==> src/rtl/seg_scan_decoder.sv <==
// Recovers a four-digit frame from a multiplexed 7-segment scan (one-hot digit select plus
// segment pattern), decodes each digit and commits whole frames only.
//
// state | meaning
// HUNT  | waiting for digit 0 (pos 1000) to start a frame
// D1    | digit 0 stored, expecting pos 0100
// D2    | digits 0-1 stored, expecting pos 0010
// D3    | digits 0-2 stored, expecting pos 0001 to commit
module seg_scan_decoder #(
  parameter int TIMEOUT_CYC = 2_000_000
) (
  input  logic       clk,
  input  logic       rst,
  input  logic [3:0] pos,
  input  logic [7:0] seg,
  output logic [3:0] floor,
  output logic [3:0] status,
  output logic [3:0] pstate,
  output logic [3:0] door,
  output logic [3:0] dig_err,
  output logic       frame_valid,
  output logic       frame_stb,
  output logic       seq_err
);

  localparam int TW = $clog2(TIMEOUT_CYC + 1);
  typedef logic [TW-1:0] cnt_t;
  localparam cnt_t TO_MAX = cnt_t'(TIMEOUT_CYC);

  typedef enum logic [1:0] {HUNT, D1, D2, D3} state_t;

  state_t     state, state_nxt;
  logic [3:0] pos_m, pos_s, pos_p, last_pos;
  logic [7:0] seg_m, seg_s, seg_p;
  logic [3:0] sh0, sh1, sh2;
  logic       e0, e1, e2;
  cnt_t       to_cnt, cnt_nxt;
  logic       pos_1hot, accept, timeout;
  logic [3:0] dec_val, exp_pos;
  logic       dec_err;
  logic       sh_we0, sh_we1, sh_we2, commit, seq_nxt;

  always_ff @(posedge clk or posedge rst) begin
    if (rst) begin
      pos_m <= '0;
      pos_s <= '0;
      pos_p <= '0;
      seg_m <= '0;
      seg_s <= '0;
      seg_p <= '0;
    end else begin
      pos_m <= pos;
      pos_s <= pos_m;
      pos_p <= pos_s;
      seg_m <= seg;
      seg_s <= seg_m;
      seg_p <= seg_s;
    end
  end

  // A digit counts once: it must be settled for a cycle and differ from the last one taken.
  assign pos_1hot = (pos_s == 4'b1000) || (pos_s == 4'b0100) ||
                    (pos_s == 4'b0010) || (pos_s == 4'b0001);
  assign accept   = pos_1hot && (pos_s == pos_p) && (seg_s == seg_p) && (pos_s != last_pos);

  always_comb begin
    dec_val = 4'd14;
    dec_err = 1'b0;
    case (seg_s)
      8'h3F:   dec_val = 4'd0;
      8'h06:   dec_val = 4'd1;
      8'h5B:   dec_val = 4'd2;
      8'h4F:   dec_val = 4'd3;
      8'h66:   dec_val = 4'd4;
      8'h6D:   dec_val = 4'd5;
      8'h7D:   dec_val = 4'd6;
      8'h07:   dec_val = 4'd7;
      8'h7F:   dec_val = 4'd8;
      8'h6F:   dec_val = 4'd9;
      8'h01:   dec_val = 4'd10;
      8'h08:   dec_val = 4'd11;
      8'h40:   dec_val = 4'd15;
      default: dec_err = 1'b1;
    endcase
  end

  assign cnt_nxt = accept ? '0 : ((to_cnt == TO_MAX) ? TO_MAX : to_cnt + cnt_t'(1));
  assign timeout = (cnt_nxt == TO_MAX);

  always_ff @(posedge clk or posedge rst) begin
    if (rst) state <= HUNT;
    else     state <= state_nxt;
  end

  always_comb begin
    state_nxt = state;
    sh_we0    = 1'b0;
    sh_we1    = 1'b0;
    sh_we2    = 1'b0;
    commit    = 1'b0;
    seq_nxt   = 1'b0;
    case (state)
      HUNT:    exp_pos = 4'b1000;
      D1:      exp_pos = 4'b0100;
      D2:      exp_pos = 4'b0010;
      default: exp_pos = 4'b0001;
    endcase
    if (accept) begin
      if (pos_s == exp_pos) begin
        case (state)
          HUNT: begin sh_we0 = 1'b1; state_nxt = D1; end
          D1:   begin sh_we1 = 1'b1; state_nxt = D2; end
          D2:   begin sh_we2 = 1'b1; state_nxt = D3; end
          D3:   begin commit = 1'b1; state_nxt = HUNT; end
          default: state_nxt = HUNT;
        endcase
      end else if (state != HUNT) begin
        // Out-of-order digit abandons the frame; a fresh digit 0 restarts it at once.
        seq_nxt = 1'b1;
        if (pos_s == 4'b1000) begin
          sh_we0    = 1'b1;
          state_nxt = D1;
        end else begin
          state_nxt = HUNT;
        end
      end
    end else if (timeout) begin
      state_nxt = HUNT;
    end
  end

  always_ff @(posedge clk or posedge rst) begin
    if (rst) begin
      last_pos    <= '0;
      to_cnt      <= '0;
      sh0         <= '0;
      sh1         <= '0;
      sh2         <= '0;
      e0          <= 1'b0;
      e1          <= 1'b0;
      e2          <= 1'b0;
      floor       <= '0;
      status      <= '0;
      pstate      <= '0;
      door        <= '0;
      dig_err     <= '0;
      frame_valid <= 1'b0;
      frame_stb   <= 1'b0;
      seq_err     <= 1'b0;
    end else begin
      to_cnt    <= cnt_nxt;
      frame_stb <= commit;
      seq_err   <= seq_nxt;
      if (accept) last_pos <= pos_s;
      if (sh_we0) begin sh0 <= dec_val; e0 <= dec_err; end
      if (sh_we1) begin sh1 <= dec_val; e1 <= dec_err; end
      if (sh_we2) begin sh2 <= dec_val; e2 <= dec_err; end
      if (commit) begin
        floor       <= sh0;
        status      <= sh1;
        pstate      <= sh2;
        door        <= dec_val;
        dig_err     <= {e0, e1, e2, dec_err};
        frame_valid <= 1'b1;
      end else if (timeout) begin
        frame_valid <= 1'b0;
      end
    end
  end

endmodule

==> config.mk <==
export PLATFORM = sky130hd
export DESIGN_NAME = seg_scan_decoder
export DESIGN_NICKNAME = d
export VERILOG_FILES = /design/src/rtl/seg_scan_decoder.sv
export SDC_FILE = /design/constraint.sdc
export NUM_CORES = 1
export LEC_CHECK = 0
export ABC_AREA = 1
export ABC_CLOCK_PERIOD_IN_PS = 6750
export CAP_MARGIN = 20
export CORE_ASPECT_RATIO = 1.75
export CORE_MARGIN = 3
export CORE_UTILIZATION = 25
export CTS_CLUSTER_SIZE = 24
export DETAILED_ROUTE_END_ITERATION = 12
export PLACE_DENSITY = 0.4
export SLEW_MARGIN = 0
export SYNTH_ARGS = -nofsm -noshare
export SYNTH_HDL_FRONTEND = slang
export SYNTH_SLANG_ARGS = --single-unit
==> constraint.sdc <==
create_clock -name clk -period 6.75 [get_ports clk]
set_input_delay 1.0125 -clock clk [delete_from_list [all_inputs] [get_ports clk]]
set_output_delay 1.0125 -clock clk [all_outputs]
set_load 0.01 [all_outputs]
**Word-level counts from Yosys, hierarchy flattened**

Index checks and enable logic that the tools add are counted.

- Output and inout bits: 23
- Word-level logic and storage cells: 93
- Register bits: 101

- Add/sub/neg operators: 1
- Equal/unequal tests: 27
- Multiplexer cells: 30
- Reductions and logical operators: 12

Operator list:

| kind | count |
|---|---|
| == test 8 x 7 -> 1 bit, second input constant | 8 |
| one-hot mux 4 bit (13 select lines) | 1 |
| == test 21 bit, second input constant | 2 |
| two-way mux 21 bit | 2 |
| adder 21 x 1 -> 21 bit, second input constant | 1 |
| two-way mux 1 bit | 21 |
| == test 8 x 3 -> 1 bit, second input constant | 2 |
| OR reduction 13 bit | 1 |
| one-hot mux 4 bit (3 select lines) | 1 |
| == test 4 bit | 2 |
| == test 8 x 1 -> 1 bit, second input constant | 1 |
| == test 8 x 4 -> 1 bit, second input constant | 1 |
| == test 8 x 6 -> 1 bit, second input constant | 1 |
| == test 8 bit | 1 |
| two-way mux 2 bit | 4 |
| one-hot mux 2 bit (4 select lines) | 1 |
| nonzero test 2 bit | 3 |
| == test 2 bit, second input constant | 2 |
| == test 4 x 1 -> 1 bit, second input constant | 1 |
| == test 4 x 2 -> 1 bit, second input constant | 1 |
| == test 4 x 3 -> 1 bit, second input constant | 1 |
| == test 4 bit, second input constant | 1 |
| != test 4 bit | 1 |
| logical AND 1 bit | 3 |
| other kinds (5) | 7 |

**Longest topological paths before layout**

- Word-level depth: 11
- Mapped depth: 17

**Worst setup path after synthesis**

OpenSTA, ideal clock, no wires.

- Kind: register to register
- Start point: register to_cnt[0]
- End point: register state[0]
- Buffers on the path: 0
- Required time: 6634 ps
- Cell stages (with the launch flop): 16
- Library setup time: 116 ps
- Clock period less this slack: 1866 ps
- Setup slack: 4884 ps
- Data arrival time: 1749 ps
- Path through: dfrtp_1 > ha_1 > nand3_2 > inv_2 > nand2_1 > nor2_1 > xor2_1 > inv_1 > nand2_1 > nand2_1 > nor2_2 > nand2_1 > nor2_2 > nand2_2 > nand3_1 > nand2_1

- Longest elaborated chain between the ends: 6
- Elaborated cells on any way between the ends: 7

RTL lines:

| element | RTL line | text |
|---|---|---|
| start: declaration | 37 | `cnt_t to_cnt, cnt_nxt;` |
| start signal: assignment | 151 | `to_cnt <= cnt_nxt;` |
| adder 21 x 1 -> 21 bit / == test 21 bit (equally long branches) | 87 | `assign cnt_nxt = accept ? '0 : ((to_cnt == TO_MAX) ? TO_MAX : to_cnt + cnt_t'(1));` |
| two-way mux 21 bit (*) (2 in series) | 87 |  |
| == test 21 bit (*) | 88 | `assign timeout = (cnt_nxt == TO_MAX);` |
| nonzero test 2 bit (no line) (*) | - |  |
| AND reduction 2 bit (no line) (*) | - |  |
| end signal: assignment | 92 | `else state <= state_nxt;` |
| end: declaration | 32 | `state_t state, state_nxt;` |

Every way passes the cells marked *; elsewhere a longest branch is shown, timed or not.
A chain may end at the register's enable or synchronous reset.

**Final worst setup path**

- Start point: register pos_s[3]
- End point: register floor[1]

- Longest elaborated chain between the ends: 8
- Elaborated cells on any way between the ends: 15

RTL lines:

| element | RTL line | text |
|---|---|---|
| start: declaration | 33 | `logic [3:0] pos_m, pos_s, pos_p, last_pos;` |
| start signal: assignment | 53 | `pos_s <= pos_m;` |
| == test 4 bit / == test 4 x 3 -> 1 bit (equally long branches) | 62 | `assign pos_1hot = (pos_s == 4'b1000) \|\| (pos_s == 4'b0100) \|\|` |
| logical OR 1 bit (2 in series) | 62 |  |
| logical OR 1 bit | 63 | `(pos_s == 4'b0010) \|\| (pos_s == 4'b0001);` |
| logical AND 1 bit (3 in series) | 64 | `assign accept = pos_1hot && (pos_s == pos_p) && (seg_s == seg_p) && (pos_s != last_pos);` |
| two-way mux 1 bit (*) | 108 | `if (accept) begin` |
| end signal: assignment | 142 | `floor <= '0;` |
| end signal: assignment | 159 | `floor <= sh0;` |
| end: declaration | 16 | `output logic [3:0] floor,` |

Marked as above.

==> results.sh <==
export IMPL_path_cells="inv_1 > nand2_1 > nand2_1 > nor2_1 > nand2_1 > nor2_1 > nand3_2 > nor3_1 > inv_1 > nand2_1 > o21ai_1"
export IMPL_antenna_found_initial=0
export IMPL_met1_usage=0.126
export IMPL_clkSlewWorstSetupHoldPaths_ns=0.07
export IMPL_synthMuxAreaShare=0
export IMPL_busiest_layer="met2"
export IMPL_swShare=0.282
export IMPL_cp_slowest_stage_delay_ns=0.59
export IMPL_rows=68
export IMPL_yosys_warnings=0
export IMPL_diodes=0
export IMPL_drc=0
export IMPL_overflow=0
export IMPL_critPathSlowestCell="dfrtp_1"
export IMPL_cp_top_family="simple AND/OR/NAND/NOR gates"
export IMPL_setup_viol=0
export IMPL_hold_class="reg -> reg"
export IMPL_die_x_um=113
export IMPL_grt_usage=0.124
export IMPL_clock_latency_ns=0.35
export IMPL_synthesis_nets=652
export IMPL_met2_usage=0.235
export IMPL_worst_path_buf_inv=2
export IMPL_yosys_area_share_simple=0.320
export IMPL_ant_nets=0
export IMPL_relSlewSlack=0.417
export IMPL_grt_pass1_wl_um=21200
export IMPL_fin_skew_ns=0.00951
export IMPL_synthTopCellsByArea="dfrtp_1, nand2_1, inv_1"
export IMPL_max_freq_ghz=0.389
export IMPL_pwr_share_comb=0.112
export IMPL_powerDensity_nw_per_um2=229
export IMPL_timing_setup_tns_ns=0
export IMPL_yosys_area_top_type_share=0.501
export IMPL_gp_congestion=0.895
export IMPL_p_int_mw=0.981
export IMPL_grt_util_met3=0.0240
export IMPL_io_buffers=36
export IMPL_area_growth_pct=18.5
export IMPL_finish_utilization=0.303
export IMPL_maxCapViolCount=0
export IMPL_netlist_area_um2=5050
export IMPL_synth_compound_area_frac=0.0526
export IMPL_finalPower_mw=1.37
export IMPL_hold_viol=0
export IMPL_synthAdderAreaFrac=0.0149
export IMPL_seqPwrFrac=0.498
export IMPL_synth_top_cell_by_area="dfrtp_1"
export IMPL_crit_required_ns=6.96
export IMPL_leakagePower_nw=2.82
export IMPL_via_per_inst=4.38
export IMPL_fp_dieH_um=194
export IMPL_fin_nets=692
export IMPL_core_area_um2=19700
export IMPL_grt_pass1_vias=4160
export IMPL_cp_common_cell="nand2_1"
export IMPL_ios=37
export IMPL_irDropWorstVdd_v=0.000117
export IMPL_die_area_um2=22000
export IMPL_tightest_slew_ns=0.874
export IMPL_fin_crit_ns=2.57
export IMPL_place_inst=906
export IMPL_synth_xor_area_frac=0.0241
export IMPL_stdcell_count=922
export IMPL_start_util=0.256
export IMPL_drt_first_pass_iters=4
export IMPL_rsz0062_at_grt="no"
export IMPL_ys_seq_elements=101
export IMPL_slew_viol_final=0
export IMPL_worstSetupPathType="reg -> reg"
export IMPL_post_cts_buffers=0
export IMPL_period_share=0.381
export IMPL_worstPathArrival_ns=2.78
export IMPL_cp_max_fo=30
export IMPL_finalWirelength_um=12700
export IMPL_synth_area_per_cell_um2=7.98
export IMPL_cts_sinks=101
export IMPL_cts_max_level=3
export IMPL_grt_max_degree=61
export IMPL_synth_top_family_by_area="simple AND/OR/NAND/NOR gates"
export IMPL_clkPwrFrac=0.390
export IMPL_ys_types=36
export IMPL_ys_seq_area_frac=0.501
export IMPL_cts_resized=0
export IMPL_cp_end_kind="flop"
export IMPL_postSynthCellCount=632
export IMPL_cts_root_buf="clkbuf_16"
export IMPL_drt_iter0_markers=213
export IMPL_p_switching_mw=0.386
export IMPL_run_status="complete, no violations"
export IMPL_cts_path_max_buffers=2
export IMPL_routedWlPerCell_um=13.8
export IMPL_cts_tree="built"
export IMPL_hpwl_um=9890
export IMPL_num_vias=4034
export IMPL_layout_drive_gt1_share=0.0960
export IMPL_cts_inserted_buffers=9
export IMPL_crit_path_start_kind="flop"
export IMPL_hold_buffers=0
[sequential cells by signal, summed over array words and instances, names as in the netlist, 2 cells and up]
| signal | flops |
|---|---|
| dig_err | 4 |
| door | 4 |
| floor | 4 |
| last_pos | 4 |
| pos_m | 4 |
| pos_p | 4 |
| pos_s | 4 |
| pstate | 4 |
| seg_m | 8 |
| seg_p | 8 |
| seg_s | 8 |
| sh0 | 4 |
| sh1 | 4 |
| sh2 | 4 |
| state | 2 |
| status | 4 |
| to_cnt | 21 |
[area by class of cell]
type                       count  area (µm²)
fill                        2119       13800
sequential                   101        2530
multi-input combinational    420        2080
inverter                     103         392
timing repair buffer          37         368
tap                          245         307
clock buffer                   9         225
clock inverter                 7        83.8
[placed cells by master, fill, tap and decap left out]
cell type | netlist | final
nor4_1 | 1 | 1
clkbuf_16 | 0 | 9
nor3b_4 | 2 | 2
nor3b_1 | 2 | 2
buf_4 | 3 | 1
nor3b_2 | 1 | 1
nand2_1 | 197 | 197
o21ai_0 | 26 | 26
nand3_4 | 2 | 2
nor3_1 | 13 | 13
clkinv_1 | 1 | 1
nand3b_1 | 3 | 3
inv_4 | 1 | 2
inv_8 | 0 | 1
clkinvlp_4 | 0 | 1
o21ai_1 | 16 | 16
a21oi_1 | 8 | 8
or2_2 | 1 | 1
xor2_1 | 8 | 8
ha_1 | 6 | 6
or2_1 | 1 | 1
nor2_1 | 52 | 52
clkdlybuf4s50_1 | 0 | 36
clkinv_4 | 0 | 4
inv_2 | 11 | 11
nor3_2 | 2 | 2
dfrtp_1 | 101 | 101
xor2_2 | 1 | 1
inv_1 | 90 | 89
nand3_1 | 27 | 27
nand3_2 | 3 | 3
nand4_1 | 19 | 19
xnor2_1 | 4 | 4
nand2_2 | 5 | 5
nand4_2 | 1 | 1
bufinv_16 | 0 | 1
nor2_2 | 13 | 13
nor2_4 | 4 | 4
o21bai_1 | 2 | 2
[stage by stage]
stage / area, µm² / hold WS (ns) / worst slack, ns
after floorplan: 5050 / 0.331 / 3.09
after global placement: 5670 / 0.332 / 4.06
after detailed placement: 5670 / 0.335 / 4.03
after CTS: 5980 / 0.348 / 4.15
after global routing: 5980 / 0.353 / 3.82
final: 5980 / 0.348 / 4.18
[path summary, 6_finish.rpt]
check	from	slack, ns	cells past startpoint	endpoint
worst min register to register	seg_m[5]	0.35	0	seg_s[5]
worst max register to register	pos_s[3]	4.18	11	floor[1]
max in group asynchronous	rst	4.54	3	to_cnt[5]
worst min-delay path	seg_m[5]	0.35	0	seg_s[5]
worst max-delay path	pos_s[3]	4.18	11	floor[1]
min in group asynchronous	rst	1.08	2	seg_m[4]
[power groups by stage]
stage,Sequential (mW),Clock (mW),Combinational [mW]
5_1_grt,0.687,0.580,0.179
6_report,0.681,0.533,0.153
3_5_place_dp,0.693,0,0.156
3_3_place_gp,0.693,0,0.155
2_1_floorplan,0.675,0,0.118
4_1_cts,0.681,0.557,0.157
[cell families after synthesis]
family	count (synthesis)
buf+inv	111
fa+ha+maj	6
compound gates	52
flops	101
simple gates	349
xor+xnor	13
[synthesized netlist by cell type]
| library cell | instances |
|---|---|
| o21ai_1 | 16 |
| nand3b_1 | 3 |
| nand4_2 | 1 |
| nand2_2 | 5 |
| clkbuf_1 | 1 |
| nor2_1 | 52 |
| nand3_1 | 27 |
| xor2_1 | 8 |
| or2_1 | 1 |
| nor4_1 | 1 |
| o21ai_0 | 26 |
| inv_2 | 11 |
| nor3b_1 | 2 |
| buf_2 | 3 |
| nor3_1 | 13 |
| xor2_2 | 1 |
| o21bai_1 | 2 |
| nor3b_4 | 2 |
| nand3_4 | 2 |
| nand3_2 | 3 |
| ha_1 | 6 |
| clkinv_1 | 1 |
| dfrtp_1 | 101 |
| buf_4 | 3 |
| or2_2 | 1 |
| nor3b_2 | 1 |
| inv_4 | 1 |
| a21oi_1 | 8 |
| nor2_2 | 13 |
| buf_6 | 1 |
| xnor2_1 | 4 |
| nor2_4 | 4 |
| nand4_1 | 19 |
| nand2_1 | 197 |
| inv_1 | 90 |
| nor3_2 | 2 |
[routing by layer]
layer	share of wire	vias up
met5	0	-
met4	0.035	0
met3	0.024	25
met2	0.56	57
met1	0.38	1908
li1	-	2044
Note: power is estimated with default switching activity, not from simulation.
